==> src/rtl/pipelined_addsub.sv <==
// Pipelined WIDTH-bit adder/subtractor. Operands are split into STAGES carry-linked chunks.
// One chunk is added per register stage, with valid/ready handshakes on both ends.
module pipelined_addsub #(
    parameter int WIDTH  = 30,
    parameter int STAGES = 3
) (
    input  logic             clk,
    input  logic             rst,
    input  logic             in_valid,
    output logic             in_ready,
    input  logic [WIDTH-1:0] a,
    input  logic [WIDTH-1:0] b,
    input  logic             cin,
    input  logic             sub,
    output logic             out_valid,
    input  logic             out_ready,
    output logic [WIDTH-1:0] sum,
    output logic             cout,
    output logic             ovf
);
    localparam int CW = (WIDTH + STAGES - 1) / STAGES;
    localparam int LW = WIDTH - (STAGES - 1) * CW;
    localparam logic [WIDTH:0] CHUNK_MASK = {(WIDTH + 1){1'b1}} >> (WIDTH + 1 - CW);
    localparam logic [WIDTH:0] LAST_MASK  = {(WIDTH + 1){1'b1}} >> (WIDTH + 1 - LW);

    if (STAGES < 1 || LW < 1) begin : g_bad_cfg
        $error("pipelined_addsub: WIDTH=%0d cannot be split into STAGES=%0d chunks", WIDTH, STAGES);
    end

    // Adds chunk idx of x and y plus ci; returns {carry_out, res with that chunk filled in}.
    function automatic logic [WIDTH:0] add_chunk(input logic [WIDTH-1:0] x,
                                                 input logic [WIDTH-1:0] y,
                                                 input logic [WIDTH-1:0] res,
                                                 input logic             ci,
                                                 input int               idx);
        logic [WIDTH:0] m;
        logic [WIDTH:0] t;
        m = (idx == STAGES - 1) ? LAST_MASK : CHUNK_MASK;
        t = (({1'b0, x} >> (idx * CW)) & m) + (({1'b0, y} >> (idx * CW)) & m)
            + {{WIDTH{1'b0}}, ci};
        add_chunk = {|(t & ~m), res | WIDTH'((t & m) << (idx * CW))};
    endfunction

    logic [WIDTH-1:0]  opa_r     [STAGES];
    logic [WIDTH-1:0]  opb_r     [STAGES];
    logic [WIDTH-1:0]  res_r     [STAGES];
    logic              amsb_r    [STAGES];
    logic              bmsb_r    [STAGES];
    logic [STAGES-1:0] cy_r;
    logic [STAGES-1:0] v_r;
    logic              ovf_r;

    logic [WIDTH-1:0]  b_eff_s;
    logic [WIDTH-1:0]  src_a_s   [STAGES];
    logic [WIDTH-1:0]  src_b_s   [STAGES];
    logic [WIDTH-1:0]  src_res_s [STAGES];
    logic              src_amsb_s[STAGES];
    logic              src_bmsb_s[STAGES];
    logic [STAGES-1:0] src_cy_s;
    logic [STAGES-1:0] src_v_s;
    logic [WIDTH-1:0]  nxt_res_s [STAGES];
    logic [STAGES-1:0] nxt_cy_s;
    logic [STAGES-1:0] load_s;
    logic              ovf_nxt_s;

    // Stage sources: stage 0 takes the transformed operands, later stages take their predecessor.
    always_comb begin
        b_eff_s       = sub ? ~b : b;
        src_cy_s      = {STAGES{1'b0}};
        src_v_s       = {STAGES{1'b0}};
        src_a_s[0]    = a;
        src_b_s[0]    = b_eff_s;
        src_res_s[0]  = {WIDTH{1'b0}};
        src_amsb_s[0] = a[WIDTH-1];
        src_bmsb_s[0] = b_eff_s[WIDTH-1];
        src_cy_s[0]   = cin ^ sub;
        src_v_s[0]    = in_valid;
        for (int i = 1; i < STAGES; i++) begin
            src_a_s[i]    = opa_r[i-1];
            src_b_s[i]    = opb_r[i-1];
            src_res_s[i]  = res_r[i-1];
            src_amsb_s[i] = amsb_r[i-1];
            src_bmsb_s[i] = bmsb_r[i-1];
            src_cy_s[i]   = cy_r[i-1];
            src_v_s[i]    = v_r[i-1];
        end
    end

    // Per-stage chunk add and the overflow flag formed at the final stage.
    always_comb begin
        nxt_cy_s = {STAGES{1'b0}};
        for (int i = 0; i < STAGES; i++) begin
            {nxt_cy_s[i], nxt_res_s[i]} = add_chunk(src_a_s[i], src_b_s[i], src_res_s[i],
                                                    src_cy_s[i], i);
        end
        ovf_nxt_s = (src_amsb_s[STAGES-1] == src_bmsb_s[STAGES-1]) &&
                    (nxt_res_s[STAGES-1][WIDTH-1] != src_amsb_s[STAGES-1]);
    end

    // A stage loads when any stage at or after it is empty, or the output is being taken.
    always_comb begin
        load_s = {STAGES{1'b0}};
        for (int i = 0; i < STAGES; i++) begin
            load_s[i] = out_ready || !(&(v_r | ({STAGES{1'b1}} >> (STAGES - i))));
        end
    end

    // Pipeline registers; a stage that does not load holds, which keeps a stalled output stable.
    always_ff @(posedge clk or posedge rst) begin
        if (rst) begin
            for (int i = 0; i < STAGES; i++) begin
                opa_r[i]  <= {WIDTH{1'b0}};
                opb_r[i]  <= {WIDTH{1'b0}};
                res_r[i]  <= {WIDTH{1'b0}};
                amsb_r[i] <= 1'b0;
                bmsb_r[i] <= 1'b0;
            end
            cy_r  <= {STAGES{1'b0}};
            v_r   <= {STAGES{1'b0}};
            ovf_r <= 1'b0;
        end else begin
            for (int i = 0; i < STAGES; i++) begin
                if (load_s[i]) begin
                    opa_r[i]  <= src_a_s[i];
                    opb_r[i]  <= src_b_s[i];
                    res_r[i]  <= nxt_res_s[i];
                    amsb_r[i] <= src_amsb_s[i];
                    bmsb_r[i] <= src_bmsb_s[i];
                    cy_r[i]   <= nxt_cy_s[i];
                    v_r[i]    <= src_v_s[i];
                end
            end
            if (load_s[STAGES-1]) begin
                ovf_r <= ovf_nxt_s;
            end
        end
    end

    assign in_ready  = load_s[0];
    assign out_valid = v_r[STAGES-1];
    assign sum       = res_r[STAGES-1];
    assign cout      = cy_r[STAGES-1];
    assign ovf       = ovf_r;

endmodule

==> config.mk <==
export PLATFORM = sky130hd
export DESIGN_NAME = pipelined_addsub
export DESIGN_NICKNAME = d
export VERILOG_FILES = /design/src/rtl/pipelined_addsub.sv
export SDC_FILE = /design/constraint.sdc
export NUM_CORES = 1
export LEC_CHECK = 0
export BUFFER_PORTS_ARGS = -buffer_cell sky130_fd_sc_hd__buf_2
export CAP_MARGIN = 5
export CORE_ASPECT_RATIO = 0.6
export CORE_MARGIN = 3
export CORE_UTILIZATION = 25
export DETAILED_ROUTE_END_ITERATION = 8
export PLACE_DENSITY = 0.41
export SLEW_MARGIN = 10
export SYNTH_ARGS = -nofsm -noshare
export SYNTH_HDL_FRONTEND = slang
export SYNTH_SLANG_ARGS = --single-unit
==> constraint.sdc <==
create_clock -name clk -period 12.95 [get_ports clk]
set_clock_uncertainty 0.2 [all_clocks]
set_input_delay 1.9425 -clock clk [delete_from_list [all_inputs] [get_ports clk]]
set_output_delay 1.9425 -clock clk [all_outputs]
set_load 0.01 [all_outputs]
# == Word level (Yosys, flattened, before mapping) ==
# Cells that the tools add are included.
# totals
wordCells,43
reg_bits,201
in_bits,66
# op_classes
n_addsub,6
n_mux,1
reduce_logical,12
n_eq_ne,2
n_bitwise,4
# op_table
op,n
$reduce_or 21->1,3
$add 11x1->12,3
$add 10x10->11,3
$mux 30,1
$not 30->30,1
$or 30x30->30,1
$or 10x20->20,1
$logic_not 1->1,3
$logic_or 1x1->1,3
$reduce_and 3->1,1
$reduce_and 2->1,1
$eq 1x1->1,1
$logic_and 1x1->1,1
$ne 1x1->1,1
$xor 1x1->1,1

# == Depth between registers and ports, before layout ==
# Gate-level depths: netlist of run 1.
# logic_depth
ltp_word,5
ltp_mapped,10
depth_no_buf,9

# == Worst setup path after synthesis of run 1 ==
# OpenSTA, ideal clock, no wires.
# synth_path
path_type,input-to-output
startpoint,in out_ready
endpoint,out in_ready
path_stages,6
arrival_time_ps,2774
path_slack_ps,8034
required_time_ps,10807
path_cell_list,and3b_1 -> buf_6 -> and2_4 -> buf_6 -> inv_2 -> buf_2
# synth_via
elab_chain_len,1
# synth_lines
item,line_no,text
start: declaration,16,"input logic out_ready,"
$logic_or 1x1->1,104,load_s[i] = out_ready || !(&(v_r | ({STAGES{1'b1}} >> (STAGES - i))));
end: declaration,10,"output logic in_ready,"
# Every way passes these cells.

# == Worst setup path after layout of run 1 ==
# Ends and elaborated chain as after synthesis.

==> impl_metrics.tcl, run 1 <==
set metrics [dict create \
    syn_inst 690 \
    routed_wl_mm 16.6 \
    cts_hold_buf 0 \
    cts_buffer_depth 2 \
    slew_violations 0 \
    firstDrtPassIters 4 \
    drive_gt1_frac 0.175 \
    ys_seq_elements 127 \
    endpoint_kind "primary output" \
    maxCapViolCount 0 \
    nets 880 \
    hold_viol 0 \
    core_area_um2 24400 \
    antenna_cells 0 \
    fin_crit_ns 6.31 \
    die_area_um2 27000 \
    ys_top_cells_by_area "dfrtp_1, nand2_1, ha_1, o21ai_0, xnor2_1" \
    seq_area_um2 3180 \
    rsz0062_at_grt "false" \
    slew_headroom 0.387 \
    post_cts_buffers 0 \
    min-delay-start "sum[20]" \
    async_flop_share 1.00 \
    yosys_warnings 0 \
    place_hpwl_mm 11.5 \
    netlist_top_cells_count "nand2_1, dfrtp_1, o21ai_0, a21oi_1, ha_1" \
    port_buffers 99 \
    die_width_um 210 \
    fmax_mhz 158 \
    n_fill_cell 2649 \
    multiInputGateArea_um2 2880 \
    die_h_um 129 \
    drtAntennaViolNets 0 \
    ctsResizeCount 0 \
    clkLatencyLatePin_ns 0.42 \
    r2r_cells 7 \
    detail_route.wl_per_cell_um 15.0 \
    ys_types 47 \
    grt_pass1_wl_mm 27.0 \
    clk_pin_slew_ns 0.05 \
    holdWs_ns 0.258 \
    io_pins 100 \
    cp-start-kind "input port" \
    grt_usage 0.130 \
    hold_class "reg -> reg" \
    reg2reg_to "res_r[69]" \
    ctsRootBufferMaster "clkbuf_16" \
    synth.largest_area_cell "dfrtp_1" \
    synth.top_cell.area_share 0.507 \
    status "finished, final reports clean" \
    synth_edf_count 0 \
    ys.flop_type "dfrtp_1" \
    syn2layout_area_growth_pct 21.3 \
    h-tree-depth 4 \
    ys_seq_area_frac 0.507 \
    synth.most_common_cell "nand2_1" \
    r2r-start "v_r[2]" \
    start_util 0.257 \
    grt_max_degree 73 \
    grt_antenna_before_repair 1 \
    hold_end "sum[20]" \
    cts_buffers 17 \
    gp_congestion 0.748 \
    drt-initial-drc-count 181 \
    fin_crit_sh 0.487 \
    grt_remaining_overflow 0 \
    cp.arrival_ns 4.17 \
    vias 4696 \
    critPathKind "in -> out" \
    leakage_nw 3.72 \
    cp.required_ns 10.81 \
    rrSetupSlack_ns 10.03 \
    worstPathMaxFanout 72 \
    finalSetupViolCount 0 \
    first_global_vias 4733 \
    rows 44 \
    ir_drop_v 0.0000676 \
    syn_avg_cell_area_um2 9.08 \
    p_per_area_nw_per_um2 184 \
    whs_path_depth 2 \
    syn_nets 789 \
    cts_sinks 127 \
    tightest_slew_ns 0.919 \
    cts_tree "done" \
    drc_errors 0 \
    vias_per_cell 4.22 \
    synth_area_um2 6260 \
    tns_ns 0 \
]
-- flip-flops by register name, summed over array words and instances, names as in the netlist --
name,flops
res_r,30
sum,30
opb_r,29
opa_r,28
cy_r,3
v_r,3
amsb_r,2
bmsb_r,1
ovf,1
-- stage by stage --
step            util  instances  cell area [um^2]  worst slack, ns  total power, mW
2_1_floorplan      -        690              6260             7.42            0.808
3_3_place_gp   0.289       1084              7050             6.55            0.947
3_5_place_dp   0.289       1084              7050             6.55            0.949
4_1_cts        0.312       1112              7600             6.55             1.42
5_1_grt        0.312       1112              7600             6.36             1.51
6_report       0.312       1112              7600             6.64             1.40
-- critical path, cell delays in order --
cell	delay (ns)
buf_2	0.12
and3b_1	0.20
buf_4	0.42
and2_4	0.69
inv_2	0.48
buf_2	0.28
-- where the power goes --
part	internal, mW	switching (mW)
Sequential	0.501	0.0620
Clock	0.288	0.175
Combinational	0.152	0.218
Total	0.941	0.454
-- how the worst max path moves through the flow --
stage	start	endpoint	slack (ns)	depth (start not counted)
2_1_floorplan	rst	amsb_r[1]	7.42	1
3_3_place_gp	out_ready	in_ready	6.55	6
3_5_place_dp	out_ready	in_ready	6.55	6
4_1_cts	out_ready	in_ready	6.55	6
5_1_grt	out_ready	in_ready	6.36	6
6_report	out_ready	in_ready	6.64	6
-- per-layer routing --
layer,part of all wire,track usage,vias up
met5,0.00060,0,-
met4,0.010,0.0360,2
met3,0.040,0.0390,14
met2,0.39,0.176,66
met1,0.56,0.198,2178
li1,-,-,2436
-- layout make-up --
cell class	count	area share
sequential	127	0.418
multi-input combinational	518	0.379
timing repair buffer	104	0.0702
clock buffer	21	0.0606
tap	322	0.0530
clock inverter	7	0.0119
inverter	13	0.00675
-- placed cells by master, fill, tap and decap left out, types with 11 or more instances in the layout --
master / count
nor2_1: 26
inv_1: 11
o21ai_0: 43
xor2_1: 23
dfrtp_1: 127
a21oi_1: 28
nand2_1: 266
clkbuf_16: 17
xnor2_1: 24
buf_2: 99
ha_1: 27
-- logic make-up (layout without fill, tap and decap cells) --
family	Yosys count	in the layout	share of synthesized area
and+or+nand+nor	323	323	0.205
AOI/OAI and AO/OA	113	113	0.112
xor gates and xnor gates	47	47	0.0657
adders and majority gates	33	33	0.0731
DFF	127	127	0.507
muxes	2	2	0.00320
buffers and inverters	45	145	0.0328
No activity file was read; power rests on OpenSTA's default activity.
==> run 2: changes to the inputs <==
Clock period 12.95 ns to 6.2 ns, I/O delays scaled along.
==> run 2 against run 1 <==
Compared with the run above: sequential power rose by 110%; routed wire length decreased by 1.1%; global-route usage is 0.11 points lower; power grew 110%; sequential share of layout area decreased by 0.50 points; flip-flop and latch count unchanged; register-to-register slack got worse by 6.4 ns; non-clock buffer count grew 3.
==> impl_metrics.tcl, run 2 (synthesized netlist as in run 1, its figures left out) <==
set metrics [dict create \
    die_area_um2 27000 \
    post-route-util 0.315 \
    rrSetupSlack_ns 3.64 \
    endpoint_kind "primary output" \
    clkLatencyLatePin_ns 0.42 \
    gp_congestion 0.772 \
    ctsResizeCount 0 \
    cts_buffer_depth 2 \
    critPathTopFamily "buffers and inverters" \
    core_area_um2 24400 \
    mostFrequentLayoutCells "nand2_1, dfrtp_1, buf_2" \
    grt_max_degree 72 \
    whs_path_depth 2 \
    clk_pin_slew_ns 0.05 \
    status "finished, final reports clean" \
    drt-initial-drc-count 239 \
    h-tree-depth 4 \
    rsz0062_at_grt "false" \
    hold_viol 0 \
    drtAntennaViolNets 0 \
    vias_per_cell 4.24 \
    critPathKind "in -> out" \
    worstPathMaxFanout 42 \
    start_util 0.257 \
    maxCapViolCount 0 \
    tightest_slew_ns 0.878 \
    place_hpwl_mm 11.4 \
    cp.arrival_ns 2.38 \
    grt_pass1_wl_mm 26.9 \
    cp.required_ns 5.07 \
    cts_sinks 127 \
    hold_class "reg -> reg" \
    cts_hold_buf 0 \
    finalSetupViolCount 0 \
    syn2layout_area_growth_pct 22.8 \
    die_width_um 210 \
    routed_wl_mm 16.4 \
    cts_tree "done" \
    drc_errors 0 \
    p_per_area_nw_per_um2 390 \
    cpPeakStageDelay_ns 0.42 \
    min-delay-start "sum[1]" \
    rows 44 \
    nets 883 \
    fin_crit_ns 3.51 \
    first_global_vias 4829 \
    die_h_um 129 \
    cts_buffers 17 \
    fmax_mhz 285 \
    leakage_nw 3.76 \
    post_cts_buffers 0 \
    port_buffers 99 \
    vias 4735 \
    path_cells "buf_2 > and3b_1 > buf_4 > and2_4 > inv_2 > buf_4 > buf_2" \
    grt_antenna_before_repair 1 \
    reg2reg_to "cy_r[2]" \
    cpMaxStageDelayCell "buf_4" \
    drive_gt1_frac 0.182 \
    r2r_cells 8 \
    post-place-cells 1087 \
    firstDrtPassIters 4 \
    grt_usage 0.129 \
    io_pins 100 \
    final_common_cell "nand2_1" \
    ir_drop_v 0.000173 \
    grt_remaining_overflow 0 \
    crit_buf_inv 5 \
    slew_headroom 0.415 \
    slew_violations 0 \
    tns_ns 0 \
    finalNonFillerCells 1118 \
    cp-start-kind "input port" \
    detail_route.wl_per_cell_um 14.7 \
    r2r-start "opa_r[50]" \
    hold_end "sum[1]" \
    ctsRootBufferMaster "clkbuf_16" \
    fin_crit_sh 0.567 \
]
==> run 2: worst max path at each step <==
stage / start / to / slack (ns) / depth (start not counted)
2_1_floorplan: rst / amsb_r[1] / 1.69 / 1
3_3_place_gp: sub / res_r[68] / 2.27 / 9
3_5_place_dp: sub / res_r[68] / 2.21 / 9
4_1_cts: out_ready / in_ready / 2.61 / 7
5_1_grt: sub / res_r[68] / 2.51 / 9
6_report: out_ready / in_ready / 2.69 / 7
==> run 2: stage by stage <==
| step | total power [mW] | setup WS, ns | hold slack, ns | instance area [um^2] |
|---|---|---|---|---|
| 3_3_place_gp | 1.98 | 2.27 | 0.250 | 7070 |
| 4_1_cts | 3.06 | 2.61 | 0.266 | 7690 |
| 3_5_place_dp | 1.98 | 2.21 | 0.252 | 7070 |
| 6_report | 3.00 | 2.69 | 0.262 | 7690 |
| 2_1_floorplan | 1.69 | 1.69 | 0.239 | 6260 |
| 5_1_grt | 3.24 | 2.51 | 0.285 | 7690 |
==> run 2: cell type report <==
class | count | area, um^2
antenna | 1 | 2.50
clock buffer | 19 | 453
clock inverter | 11 | 165
fill | 2639 | 16700
inverter | 13 | 51.3
multi-input combinational | 518 | 2880
sequential | 127 | 3180
tap | 322 | 403
timing repair buffer | 107 | 556
==> run 2: worst reg2reg max path, cell delays in order, from the launching register on <==
cell	delay, ns
dfrtp_1	0.39
fa_1	0.47
inv_1	0.09
fa_1	0.19
nand2b_1	0.15
a21oi_1	0.10
o31a_1	0.36
a2111oi_2	0.38
nor3_1	0.10
==> run 2: where the power goes <==
part	internal [mW]	total, mW	switching, mW
logic	0.318	0.774	0.455
registers	1.05	1.17	0.122
clock network	0.687	1.06	0.369
==> run 2: routing by layer <==
metal | vias up | part of all wire | GRT usage
li1 | 2463 | - | -
met1 | 2180 | 0.55 | 0.197
met2 | 76 | 0.39 | 0.173
met3 | 14 | 0.045 | 0.0385
met4 | 2 | 0.011 | 0.0352
met5 | - | 0.00079 | 0
